File: config.mk
export PLATFORM = sky130hd
export DESIGN_NAME = ebi_master
export DESIGN_NICKNAME = d
export VERILOG_FILES = /design/src/rtl/ebi_master_pkg.sv /design/src/rtl/ebi_master.sv
export SDC_FILE = /design/constraint.sdc
export NUM_CORES = 1
export LEC_CHECK = 0
export ABC_AREA = 1
export ABC_CLOCK_PERIOD_IN_PS = 3700
export CORE_ASPECT_RATIO = 0.9
export CORE_MARGIN = 8
export CORE_UTILIZATION = 49
export CTS_CLUSTER_DIAMETER = 100
export DETAILED_ROUTE_END_ITERATION = 12
export PLACE_DENSITY_LB_ADDON = 0.2
export SLEW_MARGIN = 20
export SYNTH_ARGS = -nofsm -noshare
export SYNTH_HDL_FRONTEND = slang
export SYNTH_SLANG_ARGS = --single-unit
export TNS_END_PERCENT = 1
File: constraint.sdc
create_clock -name clk -period 3.7 [get_ports clk]
set_input_delay 0.555 -clock clk [delete_from_list [all_inputs] [get_ports clk]]
set_output_delay 0.555 -clock clk [all_outputs]
set_load 0.01 [all_outputs]
File: src/rtl/ebi_master_pkg.sv
// Shared EBI definitions: bus widths, default cycle timing, FSM states and the counter reload helper.
package ebi_master_pkg;

  localparam int unsigned EBI_ADDR_W = 24;
  localparam int unsigned EBI_DATA_W = 32;
  localparam int unsigned EBI_BE_W   = EBI_DATA_W / 8;
  localparam int unsigned CNT_W      = 8;

  localparam int unsigned DEF_SETUP_CYC  = 1;
  localparam int unsigned DEF_STROBE_CYC = 3;
  localparam int unsigned DEF_HOLD_CYC   = 1;
  localparam int unsigned DEF_TURN_CYC   = 1;

  typedef enum logic [2:0] {
    S_IDLE,
    S_SETUP,
    S_STROBE,
    S_HOLD,
    S_TURN
  } ebi_state_e;

  // The counter holds "cycles remaining minus one" so a state exits when it reads zero.
  function automatic logic [CNT_W-1:0] cnt_load(input int unsigned n);
    return (n == 0) ? '0 : CNT_W'(n - 1);
  endfunction

endpackage

File: src/rtl/ebi_master.sv
// EBI initiator: converts a valid/ready request into a registered cs_n/oe_n/we_n/rd_wr bus cycle.
module ebi_master
  import ebi_master_pkg::*;
#(
  parameter int unsigned SETUP_CYC  = DEF_SETUP_CYC,
  parameter int unsigned STROBE_CYC = DEF_STROBE_CYC,
  parameter int unsigned HOLD_CYC   = DEF_HOLD_CYC,
  parameter int unsigned TURN_CYC   = DEF_TURN_CYC
) (
  input  logic                  clk,
  input  logic                  rst_n,
  input  logic                  req_valid,
  output logic                  req_ready,
  input  logic                  req_wr,
  input  logic [EBI_ADDR_W-1:0] req_addr,
  input  logic [EBI_DATA_W-1:0] req_wdata,
  input  logic [EBI_BE_W-1:0]   req_be,
  output logic                  rsp_valid,
  output logic [EBI_DATA_W-1:0] rsp_rdata,
  output logic                  cs_n,
  output logic                  oe_n,
  output logic [EBI_BE_W-1:0]   we_n,
  output logic                  rd_wr,
  output logic [EBI_ADDR_W-1:0] ebi_addr,
  output logic [EBI_DATA_W-1:0] ebi_data_o,
  output logic                  ebi_data_oe,
  input  logic [EBI_DATA_W-1:0] ebi_data_i
);

  ebi_state_e            state_q, state_d;
  logic [CNT_W-1:0]      cnt_q, cnt_d;
  logic                  wr_q, wr_d;
  logic [EBI_BE_W-1:0]   be_q, be_d;
  logic [EBI_DATA_W-1:0] cap_q, cap_d;
  logic [EBI_DATA_W-1:0] rdata_q, rdata_d;
  logic                  rsp_q, rsp_d;
  logic                  rsp_wr_q, rsp_wr_d;
  logic                  cs_n_q, cs_n_d;
  logic                  oe_n_q, oe_n_d;
  logic [EBI_BE_W-1:0]   we_n_q, we_n_d;
  logic                  rd_wr_q, rd_wr_d;
  logic [EBI_ADDR_W-1:0] addr_q, addr_d;
  logic [EBI_DATA_W-1:0] dout_q, dout_d;
  logic                  doe_q, doe_d;
  logic                  done;

  always_ff @(posedge clk) begin
    if (!rst_n) begin
      state_q  <= S_IDLE;
      cnt_q    <= '0;
      wr_q     <= 1'b0;
      be_q     <= '0;
      cap_q    <= '0;
      rdata_q  <= '0;
      rsp_q    <= 1'b0;
      rsp_wr_q <= 1'b0;
      cs_n_q   <= 1'b1;
      oe_n_q   <= 1'b1;
      we_n_q   <= '1;
      rd_wr_q  <= 1'b1;
      addr_q   <= '0;
      dout_q   <= '0;
      doe_q    <= 1'b0;
    end else begin
      state_q  <= state_d;
      cnt_q    <= cnt_d;
      wr_q     <= wr_d;
      be_q     <= be_d;
      cap_q    <= cap_d;
      rdata_q  <= rdata_d;
      rsp_q    <= rsp_d;
      rsp_wr_q <= rsp_wr_d;
      cs_n_q   <= cs_n_d;
      oe_n_q   <= oe_n_d;
      we_n_q   <= we_n_d;
      rd_wr_q  <= rd_wr_d;
      addr_q   <= addr_d;
      dout_q   <= dout_d;
      doe_q    <= doe_d;
    end
  end

  always_comb begin
    state_d  = state_q;
    cnt_d    = cnt_q;
    wr_d     = wr_q;
    be_d     = be_q;
    cap_d    = cap_q;
    rdata_d  = rdata_q;
    rsp_d    = 1'b0;
    rsp_wr_d = rsp_wr_q;
    done     = 1'b0;

    case (state_q)
      S_IDLE: begin
        if (req_valid) begin
          state_d = S_SETUP;
          cnt_d   = cnt_load(SETUP_CYC);
          wr_d    = req_wr;
          be_d    = req_be;
        end
      end
      S_SETUP: begin
        if (cnt_q == '0) begin
          state_d = S_STROBE;
          cnt_d   = cnt_load(STROBE_CYC);
        end else begin
          cnt_d = cnt_q - CNT_W'(1);
        end
      end
      S_STROBE: begin
        if (cnt_q == '0) begin
          if (!wr_q) cap_d = ebi_data_i;
          if (HOLD_CYC != 0) begin
            state_d = S_HOLD;
            cnt_d   = cnt_load(HOLD_CYC);
          end else begin
            done = 1'b1;
          end
        end else begin
          cnt_d = cnt_q - CNT_W'(1);
        end
      end
      S_HOLD: begin
        if (cnt_q == '0) done = 1'b1;
        else             cnt_d = cnt_q - CNT_W'(1);
      end
      S_TURN: begin
        if (cnt_q == '0) state_d = S_IDLE;
        else             cnt_d = cnt_q - CNT_W'(1);
      end
      default: state_d = S_IDLE;
    endcase

    // With no HOLD phase the completion edge is also the capture edge, so bypass cap_q.
    if (done) begin
      rsp_d    = 1'b1;
      rsp_wr_d = wr_q;
      if (!wr_q) rdata_d = (HOLD_CYC == 0) ? ebi_data_i : cap_q;
      state_d  = (TURN_CYC != 0) ? S_TURN : S_IDLE;
      cnt_d    = cnt_load(TURN_CYC);
    end

    // Pad registers are loaded from the state being entered so they line up with it.
    cs_n_d  = cs_n_q;
    oe_n_d  = oe_n_q;
    we_n_d  = we_n_q;
    rd_wr_d = rd_wr_q;
    addr_d  = addr_q;
    dout_d  = dout_q;
    doe_d   = doe_q;
    case (state_d)
      S_SETUP: begin
        if (state_q == S_IDLE) begin
          cs_n_d  = 1'b0;
          rd_wr_d = ~req_wr;
          addr_d  = req_addr;
          doe_d   = req_wr;
          if (req_wr) dout_d = req_wdata;
        end
      end
      S_STROBE: begin
        oe_n_d = wr_q;
        we_n_d = wr_q ? ~be_q : '1;
      end
      S_HOLD: begin
        oe_n_d = 1'b1;
        we_n_d = '1;
      end
      default: begin
        cs_n_d  = 1'b1;
        oe_n_d  = 1'b1;
        we_n_d  = '1;
        rd_wr_d = 1'b1;
        doe_d   = 1'b0;
      end
    endcase
  end

  assign req_ready   = rst_n && (state_q == S_IDLE);
  assign rsp_valid   = rsp_q;
  assign rsp_rdata   = (rsp_q && rsp_wr_q) ? '0 : rdata_q;
  assign cs_n        = cs_n_q;
  assign oe_n        = oe_n_q;
  assign we_n        = we_n_q;
  assign rd_wr       = rd_wr_q;
  assign ebi_addr    = addr_q;
  assign ebi_data_o  = dout_q;
  assign ebi_data_oe = doe_q;

endmodule

After elaboration in Yosys (flattened, before gate mapping)
Index checks and enable logic that the tools add are counted.
{ "totals": {"romBits": 0, "register_bits": 146, "latchBits": 0, "mem_bits_rw": 0, "n_memories": 0} }
{ "classes": {"multipliers": 0, "magnitude_cmp": 0, "add_sub_neg": 1, "div_mod_pow": 0, "n_reduce_logical": 15, "muxes": 24, "bitwise": 5, "eq_ne": 10, "shifts": 0} }
{ "ops": {"columns": ["cell", "count"], "rows": [
  ["2-to-1 mux 32 bit", 1],
  ["2-to-1 mux 8 bit", 4],
  ["one-hot mux 8 bit (4 select lines)", 1],
  ["2-to-1 mux 3 bit", 5],
  ["one-hot mux 3 bit (5 select lines)", 1],
  ["equality test 3 x 2 -> 1 bit, second input constant", 4],
  ["AND reduction 3 bit", 3],
  ["logical NOT 8 bit", 1],
  ["one-hot mux 1 bit (2 select lines)", 4],
  ["one-hot mux 4 bit (2 select lines)", 1],
  ["AND reduction 2 bit", 4],
  ["subtractor 8 x 1 -> 8 bit, second input constant", 1],
  ["equality test 3 x 1 -> 1 bit, second input constant", 2],
  ["2-to-1 mux 1 bit", 6],
  ["inequality test 2 bit, second input constant", 3],
  ["OR reduction 2 bit", 3],
  ["2-to-1 mux 4 bit", 1],
  ["inverter 1 bit", 4],
  ["inverter 4 bit", 1],
  ["nonzero test 4 bit", 1],
  ["equality test 3 bit, second input constant", 1],
  ["logical NOT 3 bit", 1],
  ["logical AND 1 bit", 2]
]} }

Logic depth before layout (Yosys ltp)
Gate-level depths: netlist of run 1.
{ "depth": {"word_depth": 8, "mapped_depth": 11} }

Least setup slack after synthesis of run 1
No wires, ideal clock.
{ "synth_timing": {"kind": "input -> output", "from": "input port rst_n", "to": "output port req_ready", "path_slack_ns": 1.873, "path_stages": 4, "required_time_ns": 3.145, "path_buffers": 2, "t_arrival_ns": 1.272, "path_cell_list": "clkbuf_1 -> inv_2 -> clkbuf_1 -> nor2_1"} }
{ "synth_via": {"elab_chain_len": 1} }
{ "synth_lines": {"columns": ["item", "line", "text"], "rows": [
  ["from (decl)", "ebi_master.sv:11", "input logic rst_n,"],
  ["logical AND 1 bit", "ebi_master.sv:180", "assign req_ready = rst_n && (state_q == S_IDLE);"],
  ["to (decl)", "ebi_master.sv:13", "output logic req_ready,"]
]} }
Every way passes these cells.

Worst setup path in the final report of run 1
{ "layout_timing": {"from": "register rsp_q (netlist: rsp_valid)", "to": "output port rsp_rdata[24]"} }
{ "layout_via": {"elab_chain_len": 2} }
{ "layout_lines": {"columns": ["item", "line", "text"], "rows": [
  ["from (decl)", "ebi_master.sv:36", "logic rsp_q, rsp_d;"],
  ["from (signal assigned)", "ebi_master.sv:71", "rsp_q <= rsp_d;"],
  ["logical AND 1 bit", "ebi_master.sv:182", "assign rsp_rdata = (rsp_q && rsp_wr_q) ? '0 : rdata_q;"],
  ["2-to-1 mux 32 bit", "ebi_master.sv:182", null],
  ["to (decl)", "ebi_master.sv:19", "output logic [EBI_DATA_W-1:0] rsp_rdata,"]
]} }
Every way passes these cells.

==> reports/results.tsv, run 1 <==
stage	metric	value	unit
run	max_cap_viol_count	0	
cts	cts_hold_buf	0	
sta	rsz0062_at_grt	no	
synthesis	ys_types	27	
setup_path	critPathCaptureType	output pin	
setup_path	path_class	reg2out	
synthesis	synth.avg_cell_area	7.567	sq um
sta	fin_tns_setup	0	ns
synthesis	yosysMostFrequentCell	dfxtp_1	
synthesis	yosys_warnings	0	
finish	fin_nets	1021	
synthesis	synth_async_sr_flop_share	0	%
min_path	hp-class	reg2reg	
power_and_ir_drop	power_density	686.1	nW/um^2
sta	slew_violations	0	
synthesis	synth.area.top_cells	dfxtp_1 (51%), a21oi_1 (12%), nand2_1 (9.1%)	
cts	cts_tree	built	
finish	final_core_util	72.53	%
setup_path	crit_path_start	rsp_valid$_SDFF_PN0_	
place	gp_congestion	0.8061	
sta	worst_pin_slew	1.077	ns
power_and_ir_drop	vdd.ir_drop.worst	0.0004443	V
drt	postRouteAntennaNets	0	
sta	setup_violations	0	
synthesis	synth_top_area_share	51.43	%
sta	whs	0.4414	ns
cts	clkSlewWorstSetupHoldPaths	0.06	ns
global_route	grt_pass1_wl	26360	um
place	dpl_cell_area	7644	sq um
floorplanning	start_util	49.90	%
setup_path	r2r_cells	7	
outcome	status	complete, no violations	
global_route	grt_start_max_net_pins	73	
sta	max-slew-margin-rel	28.11	%
setup_path	worstPathRequired	3.14	ns
setup_path	rr_startpoint	state_q[0]$_SDFF_PN0_	
setup_path	crit_end	rsp_rdata[24]	
setup_path	r2r-end	ebi_data_o[16]$_SDFFE_PN0P_	
floorplanning	die_area	15300	sq um
setup_path	path_max_fanout	32	
drt	drt_iter0_drc	354	
floorplanning	rows	37	
place	numPortBuffers	193	
floorplanning	pin_count	194	
power_and_ir_drop	leakage	3.160	nW
setup_path	critPathArrivalTime	2.24	ns
drt	drcViolationCount	0	
drt	routed_wirelength	16130	um
cts	numCtsBuffers	17	
cts	h-tree-depth	4	
synthesis	synth_common_cells	dfxtp_1 (146), nand2_1 (138), a21oi_1 (137), inv_1 (83), o21ai_0 (56)	
finish	multi_input_area	2227	sq um
global_route	antenna_found_initial	1	
finish	layout-drive-gt1-share	5.989	%
sta	clock_skew	0.006121	ns
drt	drt-pass1-iter-count	4	
cts	cts-resized-gates	0	
floorplanning	coreArea	11390	sq um
floorplanning	die_w	129.5	um
finish	area_delta_synth_final	45.35	%
global_route	grt_pass1_vias	5574	
floorplanning	die_y	118.2	um
sta	post-route-period-util	75.51	%
setup_path	timing.reg2reg.setup_slack	1.38	ns
place	dp_hpwl	11320	um
synthesis	syn_nets	849	
cts	clock-sinks	146	
synthesis	ys.flop_type	dfxtp_1	
setup_path	setup.worst_path.start_class	register	
drt	vias	5521	
cts	cts-root-buf	clkbuf_16	
synthesis	syn_inst	751	
finish	register_area	2923	sq um
cts	clock_latency	0.42	ns
power_and_ir_drop	p_total	0.005668	W
synthesis	synth_area	5683	sq um
finish	fillers	896	
global_route	track_usage	21.29	%
synthesis	ys_ff_latch	146	
finish	stdcell_area	8260	sq um
global_route	grt-ovfl-total	0	
sta	fmax	358.0	MHz
cts	post_cts_buffers	0	
drt	routed_via_density	5.060	
synthesis	synth_top_area_cell	dfxtp_1	
synthesis	synth_seq_area_share	51.43	%
synthesis	synth_edf_count	0	
finish	n_antenna_cell	0	
sta	period_minus_slack	2.794	ns
cts	clk_path_buf_depth	2	
sta	hold_viol_final	0	
drt	drt-wirelength-per-cell	14.79	um
[cell usage in the layout, fill, tap and decap left out, drive strengths merged]
cell and n:
clkinv 5, o211ai 1, nand4 3, clkinvlp 2, bufinv 4, nand3 51
nor2 53, inv 87, buf 7, o21ai 73, clkbuf 20, clkdlybuf4s50 192
xnor2 1, xor2 1, nor3 2, dfxtp 146, nand2 144, nand3b 3
ha 2, a21oi 138
[logic make-up after synthesis]
family          share of synthesized area [%]
flops                                   51.43
buf+inv                                 9.379
xor+xnor                               0.3083
fa+ha+maj                              0.4403
simple gates                            19.66
compound gates                          18.78
[critical path: stages (launching register included)]
cell	delay, ns
dfxtp_1	0.32
nand2_1	0.05
inv_1	0.77
nor2_1	0.11
clkdlybuf4s50_1	0.55
[per-stage QoR]
step           std cells  setup WS [ns]
6_report            1091         0.9063
5_1_grt             1091         0.7440
2_1_floorplan        751          1.873
3_5_place_dp        1060         0.9765
4_1_cts             1091         0.8783
3_3_place_gp        1060          1.067
[power by group]
| part | switching, W | leakage (nW) | total [W] | internal (W) |
|---|---|---|---|---|
| registers | 0.000158 | 1.19 | 0.00200 | 0.00185 |
| logic | 0.00115 | 1.67 | 0.00189 | 0.000741 |
| clock network | 0.000621 | 0.301 | 0.00177 | 0.00115 |
| total | 0.00193 | 3.16 | 0.00567 | 0.00374 |
[state kept, by name, indices dropped and copies added (netlist names)]
signal       flops
cnt_q            8
cap_q           32
oe_n             1
rd_wr            1
be_q             4
ebi_addr        24
rdata_q         32
we_n             4
rsp_wr_q         1
wr_q             1
ebi_data_o      32
cs_n             1
state_q          3
rsp_valid        1
ebi_data_oe      1
[worst min-delay path by stage]
stage	slack (ns)	startpoint	end	cells past startpoint
floorplan	0.42	cap_q[17]$_SDFFE_PN0P_	cap_q[17]$_SDFFE_PN0P_	2
global placement	0.43	cap_q[3]$_SDFFE_PN0P_	cap_q[3]$_SDFFE_PN0P_	2
detailed placement	0.43	cap_q[19]$_SDFFE_PN0P_	cap_q[19]$_SDFFE_PN0P_	2
CTS	0.44	cap_q[19]$_SDFFE_PN0P_	cap_q[19]$_SDFFE_PN0P_	2
global route	0.46	cap_q[6]$_SDFFE_PN0P_	cap_q[6]$_SDFFE_PN0P_	2
finish	0.44	cap_q[29]$_SDFFE_PN0P_	cap_q[29]$_SDFFE_PN0P_	2
[cell type report]
| class | count | share of cell area (%) |
|---|---|---|
| flip-flops and latches | 146 | 35.38 |
| clock buffers | 20 | 5.529 |
| clock inverters | 11 | 1.939 |
| multi-input cells | 472 | 26.96 |
| well taps | 156 | 2.363 |
| repair buffers | 199 | 23.87 |
| inverters | 87 | 3.953 |
[layer usage]
layer,track usage (%),up-vias,part of all wire (%)
met1,22.73,2551,39
met4,7.832,2,2.5
li1,-,2767,-
met5,0,-,0.062
met3,9.303,41,8.5
met2,36.40,160,50
Note: power is estimated with default switching activity, not from simulation.
==> inputs of run 2 (changes only) <==
- ABC_CLOCK_PERIOD_IN_PS: 3700 -> 2400
- CORE_UTILIZATION: 49 -> 41
- clock period: 3.7 -> 2.4 ns (I/O delays scaled with it)
==> reports/results.tsv, run 2 (synthesis gave the netlist of run 1 again) <==
stage	metric	value	unit	change
min_path	whs_endpoint	rd_wr$_SDFFE_PN1P_		was cap_q[29]$_SDFFE_PN0P_
global_route	antenna_found_initial	0		was 1
drt	routed_via_density	4.781		was 5.060
floorplanning	die_w	140.1	um	was 129.5 um
global_route	track_usage	17.66	%	was 21.29%
sta	period_minus_slack	2.237	ns	
cts	clock_latency	0.42	ns	about the same
finish	layout_common_cells	clkdlybuf4s50_1 (192), dfxtp_1 (146), nand2_1 (138)		unchanged
place	gp_congestion	0.7839		was 0.8061
finish	final_core_util	60.44	%	was 72.53%
floorplanning	pin_count	194		unchanged
finish	n_antenna_cell	0		unchanged
power_and_ir_drop	leakage	3.192	nW	was 3.160 nW
sta	rsz0062_at_grt	no		unchanged
setup_path	r2r-end	rdata_q[28]$_SDFFE_PN0P_		was ebi_data_o[16]$_SDFFE_PN0P_
cts	cts_tree	built		unchanged
global_route	grt_pass1_wl	25420	um	was 26360 um
cts	clock-sinks	146		unchanged
finish	area_delta_synth_final	46.76	%	was 45.35%
setup_path	path_max_fanout	22		was 32
cts	clk_path_buf_depth	2		unchanged
floorplanning	start_util	41.18	%	was 49.90%
sta	slew_violations	0		unchanged
cts	numCtsBuffers	17		unchanged
place	dp_hpwl	10760	um	was 11320 um
floorplanning	die_y	127.7	um	was 118.2 um
drt	drcViolationCount	0		unchanged
drt	postRouteAntennaNets	0		unchanged
setup_path	path_class	reg2out		unchanged
setup_path	critPathCaptureType	output pin		unchanged
setup_path	rr_startpoint	cnt_q[0]$_SDFFE_PP0P_		was state_q[0]$_SDFF_PN0_
setup_path	timing.reg2reg.setup_slack	0.40	ns	was 1.38 ns
finish	fin_nets	1025		was 1021
sta	post-route-period-util	93.21	%	
floorplanning	coreArea	13800	sq um	was 11390 sq um
setup_path	worstPathRequired	2.04	ns	was 3.14 ns
setup_path	critPathArrivalTime	1.88	ns	was 2.24 ns
sta	fmax	447.0	MHz	
cts	cts_hold_buf	0		unchanged
setup_path	r2r_cells	9		was 7
sta	max-slew-margin-rel	53.81	%	was 28.11%
drt	drt-wirelength-per-cell	14.14	um	was 14.79 um
sta	fin_tns_setup	0	ns	unchanged
setup_path	cp_slowest_cell	clkdlybuf4s50_1		was inv_1
floorplanning	rows	41		was 37
power_and_ir_drop	vdd.ir_drop.worst	0.0006122	V	was 0.0004443 V
setup_path	setup.worst_path.start_class	register		unchanged
setup_path	cpPeakStageDelay	0.49	ns	was 0.77 ns
sta	setup_violations	0		unchanged
drt	vias	5317		was 5521
min_path	hold_depth	2		unchanged
sta	worst_pin_slew	0.6929	ns	was 1.077 ns
drt	routed_wirelength	15730	um	was 16130 um
finish	stdcell_area	8341	sq um	was 8260 sq um
cts	clkSlewWorstSetupHoldPaths	0.06	ns	about the same
cts	post_cts_buffers	0		unchanged
drt	drt-pass1-iter-count	4		unchanged
outcome	status	complete, no violations		unchanged
place	numPortBuffers	193		unchanged
setup_path	crit_buf_inv	3		was 2
sta	hold_viol_final	0		unchanged
sta	clock_skew	0.009557	ns	was 0.006121 ns
global_route	grt_pass1_vias	5083		was 5574
finish	layout_commonest_cell	clkdlybuf4s50_1		unchanged
global_route	grt_start_max_net_pins	68		was 73
power_and_ir_drop	power_density	1053	nW/um^2	was 686.1 nW/um^2
place	dpl_cell_area	7706	sq um	was 7644 sq um
min_path	hp-start	rst_n		was cap_q[29]$_SDFFE_PN0P_
cts	cts-root-buf	clkbuf_16		unchanged
finish	layout-drive-gt1-share	6.489	%	was 5.989%
run	max_cap_viol_count	0		unchanged
floorplanning	die_area	17890	sq um	was 15300 sq um
min_path	hp-class	in2reg		was reg2reg
setup_path	cpLargestDelayFamily	buffers and inverters		unchanged
cts	cts-resized-gates	0		unchanged
global_route	grt-ovfl-total	0		unchanged
cts	h-tree-depth	4		unchanged
drt	drt_iter0_drc	215		was 354
setup_path	crit_chain	nand2_1, inv_1, buf_12, nor2_1, clkdlybuf4s50_1		was nand2_1, inv_1, nor2_1, clkdlybuf4s50_1
[run 2: changes by cell type in the layout (fill, tap and decap cells not counted)]
cell        change
buf_4           +3
clkinv_2        -2
clkinvlp_4      -1
inv_6           +2
clkinv_4        +2
buf_12          +1
[run 2: power by group]
group / total (W) / leakage (nW) / internal [W] / switching, W
logic: 0.00287 / 1.69 / 0.00116 / 0.00171
registers: 0.00308 / 1.19 / 0.00284 / 0.000232
clock network: 0.00284 / 0.311 / 0.00180 / 0.00104
total: 0.00878 / 3.19 / 0.00581 / 0.00298
[run 2: per-layer routing]
metal | vias to the layer above | track usage, % | part of all wire (%)
met4 | 0 | 5.485 | 0.94
met3 | 12 | 8.526 | 8.8
met5 | - | 0 | 0
met1 | 2409 | 20.58 | 44
met2 | 125 | 28.19 | 46
li1 | 2771 | - | -
[run 2: cell type report]
| type | instances | area (sq um) |
|---|---|---|
| fill | 1256 | 5459 |
| inverter | 87 | 326.6 |
| sequential | 146 | 2923 |
| multi-input combinational | 472 | 2227 |
| timing repair buffer | 203 | 2014 |
| clock inverter | 12 | 177.7 |
| tap | 172 | 215.2 |
| clock buffer | 20 | 456.7 |
[run 2: metrics by stage]
step	hold WS (ns)	setup WS [ns]	cells	total power [W]
after floorplan	0.4205	0.8849	751	0.005004
after global placement	0.4296	0.3875	1080	0.005966
after detailed placement	0.4338	0.3619	1080	0.005990
after CTS	0.2209	0.1129	1112	0.008859
after global routing	0.2439	0.03737	1112	0.009355
final	0.2282	0.1629	1112	0.008784
[run 2: how the worst max path moves through the flow]
stage	from	end	slack (ns)	cells past startpoint
after CTS	rsp_valid$_SDFF_PN0_	rsp_rdata[31]	0.11	5
after global routing	rsp_valid$_SDFF_PN0_	rsp_rdata[20]	0.04	5
final	rsp_valid$_SDFF_PN0_	rsp_rdata[3]	0.16	5
after floorplan	cnt_q[0]$_SDFFE_PP0P_	rdata_q[10]$_SDFFE_PN0P_	0.88	10
after detailed placement	req_valid	ebi_data_o[6]$_SDFFE_PN0P_	0.36	6
after global placement	req_valid	ebi_data_o[25]$_SDFFE_PN0P_	0.39	6
==> inputs of run 3 (changes only) <==
- GPL_TIMING_DRIVEN: not set -> 0
- REMOVE_ABC_BUFFERS: not set -> 1
==> reports/results.tsv, run 3 (synthesis gave the netlist of run 1 again) <==
stage	metric	value	unit	change
floorplanning	die_area	17890	sq um	unchanged
finish	layout-drive-gt1-share	6.431	%	was 6.489%
cts	clock-sinks	146		unchanged
min_path	whs_endpoint	we_n[1]$_SDFFE_PN1P_		was rd_wr$_SDFFE_PN1P_
min_path	hp-start	rst_n		unchanged
setup_path	r2r_cells	6		was 9
floorplanning	rows	41		unchanged
finish	stdcell_area	8290	sq um	was 8341 sq um
setup_path	worstPathRequired	2.04	ns	about the same
sta	max-slew-margin-rel	52.03	%	was 53.81%
setup_path	path_class	reg2out		unchanged
sta	hold_viol_final	0		unchanged
sta	clock_skew	0.006490	ns	was 0.009557 ns
global_route	antenna_found_initial	0		unchanged
cts	clkSlewWorstSetupHoldPaths	0.06	ns	about the same
setup_path	critPathArrivalTime	2.00	ns	was 1.88 ns
power_and_ir_drop	combPwrFrac	34.1	%	was 32.7%
finish	layout_commonest_cell	clkdlybuf4s50_1		unchanged
power_and_ir_drop	p_sw_share	35.50	%	was 33.89%
finish	fillers	1258		was 1256
power_and_ir_drop	leakage	3.189	nW	was 3.192 nW
place	dpl_cell_area	7649	sq um	was 7706 sq um
cts	h-tree-depth	4		unchanged
setup_path	rr_startpoint	state_q[0]$_SDFF_PN0_		was cnt_q[0]$_SDFFE_PP0P_
setup_path	setup.worst_path.start_class	register		unchanged
floorplanning	coreArea	13800	sq um	unchanged
min_path	hold_depth	2		unchanged
floorplanning	pin_count	194		unchanged
global_route	grt-ovfl-total	0		unchanged
min_path	hp-class	in2reg		unchanged
finish	layout_common_cells	clkdlybuf4s50_1 (186), dfxtp_1 (146), nand2_1 (137), a21oi_1 (137), inv_1 (82)		was clkdlybuf4s50_1 (192), dfxtp_1 (146), nand2_1 (138)
place	dp_hpwl	10430	um	was 10760 um
floorplanning	die_w	140.1	um	unchanged
sta	layout_setup_ws	0.04436	ns	was 0.1629 ns
drt	vias	5281		was 5317
cts	cts_tree	built		unchanged
setup_path	path_max_fanout	16		was 22
sta	period_minus_slack	2.356	ns	was 2.237 ns
cts	cts-root-buf	clkbuf_16		unchanged
sta	fmax	424.5	MHz	was 447.0 MHz
finish	area_delta_synth_final	45.88	%	was 46.76%
global_route	track_usage	17.59	%	was 17.66%
sta	worst_pin_slew	0.7196	ns	was 0.6929 ns
drt	postRouteAntennaNets	0		unchanged
global_route	grt_pass1_vias	4905		was 5083
cts	clk_path_buf_depth	2		unchanged
place	gp_congestion	0.7910		was 0.7839
setup_path	timing.reg2reg.setup_slack	0.29	ns	was 0.40 ns
global_route	grt_pass1_wl	25100	um	was 25420 um
drt	drt-wirelength-per-cell	14.31	um	was 14.14 um
sta	rsz0062_at_grt	yes		was no
cts	clock_latency	0.42	ns	about the same
outcome	status	complete, no violations		unchanged
drt	drcViolationCount	0		unchanged
power_and_ir_drop	power_density	1020	nW/um^2	was 1053 nW/um^2
place	numPortBuffers	193		unchanged
power_and_ir_drop	switching_power	0.003001	W	was 0.002977 W
sta	whs	0.3475	ns	was 0.2282 ns
sta	setup_violations	0		unchanged
floorplanning	start_util	41.18	%	unchanged
power_and_ir_drop	power_frac_seq	36.3	%	was 35.0%
run	max_cap_viol_count	0		unchanged
power_and_ir_drop	intPower	0.005453	W	was 0.005808 W
drt	routed_wirelength	15810	um	was 15730 um
place	place_ws	-1.239	ns	was 0.3619 ns
sta	slew_violations	0		unchanged
setup_path	r2r-end	ebi_data_o[5]$_SDFFE_PN0P_		was rdata_q[28]$_SDFFE_PN0P_
drt	routed_via_density	4.779		was 4.781
setup_path	critPathCaptureType	output pin		unchanged
drt	drt_iter0_drc	347		was 215
power_and_ir_drop	vdd.ir_drop.worst	0.0004711	V	was 0.0006122 V
cts	numCtsBuffers	17		unchanged
finish	n_antenna_cell	0		unchanged
power_and_ir_drop	p_clk_share	29.6	%	was 32.3%
finish	fin_nets	1018		was 1025
sta	post-route-period-util	98.15	%	was 93.21%
floorplanning	die_y	127.7	um	unchanged
global_route	grt_start_max_net_pins	69		was 68
drt	drt-pass1-iter-count	4		unchanged
## run 3: changes by cell type in the layout (fill, tap and decap cells not counted), moves of 2 or more
cell,before,now
buf_4,9,1
bufinv_16,4,1
clkinvlp_4,1,8
nand3_4,0,2
inv_2,4,2
clkdlybuf4s50_1,192,186
inv_6,2,0
dlygate4sd2_1,0,2
dlymetal6s2s_1,0,3
## run 3: how the worst max path moves through the flow
| stage | start | slack, ns | to |
|---|---|---|---|
| after CTS | rsp_valid$_SDFF_PN0_ | -0.03 | rsp_rdata[30] |
| after global routing | rsp_valid$_SDFF_PN0_ | -0.06 | rsp_rdata[2] |
| after floorplan | state_q[0]$_SDFF_PN0_ | -0.30 | ebi_data_o[0]$_SDFFE_PN0P_ |
| final | rsp_valid$_SDFF_PN0_ | 0.04 | rsp_rdata[19] |
| after detailed placement | req_valid | -1.24 | ebi_data_o[10]$_SDFFE_PN0P_ |
| after global placement | rst_n | -2.50 | req_ready |
## run 3: power by group through the flow
stage                     sequential, W  clock (W)  combinational (W)
after floorplan                 0.00315          0            0.00175
after global placement          0.00311          0            0.00283
after detailed placement        0.00312          0            0.00285
after CTS                       0.00307    0.00256            0.00290
after global routing            0.00312    0.00267            0.00324
final                           0.00307    0.00250            0.00288
## run 3: cell type report
cell class | instances | area, sq um | share of cell area, %
Multi-Input combinational cell | 472 | 2257 | 27.23
Timing Repair Buffer | 195 | 1977 | 23.85
Inverter | 87 | 345.3 | 4.165
Sequential cell | 146 | 2923 | 35.26
Clock inverter | 13 | 112.6 | 1.358
Clock buffer | 19 | 452.9 | 5.463
Timing Repair inverter | 1 | 7.507 | 0.09055
Tap cell | 172 | 215.2 | 2.596
## run 3: timing repair
item                       in CTS  in global routing
cloned                          1                  0
setup endpoints to repair     128                 64
setup buffers                   0                  1
hold buffers                    0                  0
pin swaps                       0                  3
hold endpoints to repair        0                  0
gates resized for setup        12                  5
## run 3: stage by stage
| stage | util, % | power (W) | setup TNS [ns] | cells |
|---|---|---|---|---|
| 3_3_place_gp | 55.25 | 0.005935 | -163.21 | 1070 |
| 2_1_floorplan | - | 0.004904 | -10.39 | 705 |
| 4_1_cts | 59.82 | 0.008525 | -0.09870 | 1104 |
| 3_5_place_dp | 55.43 | 0.005968 | -58.68 | 1071 |
| 5_1_grt | 60.08 | 0.009039 | -0.4914 | 1105 |
| 6_report | 60.08 | 0.008454 | 0 | 1105 |
## run 3: critical path: stages, from the launching register on
cell,delay (ns)
dfxtp_1,0.33
nand2_2,0.16
clkinvlp_4,0.34
nor2_1,0.18
clkdlybuf4s50_1,0.57
## run 3: routing by layer
layer	share of wire, %	wire, um	track usage (%)	up-vias
li1	-	-	-	2772
met1	43	6773	20.19	2372
met2	47	7470	28.39	119
met3	7.9	1251	7.669	18
met4	2.0	318	7.079	0
met5	0	0	0	-
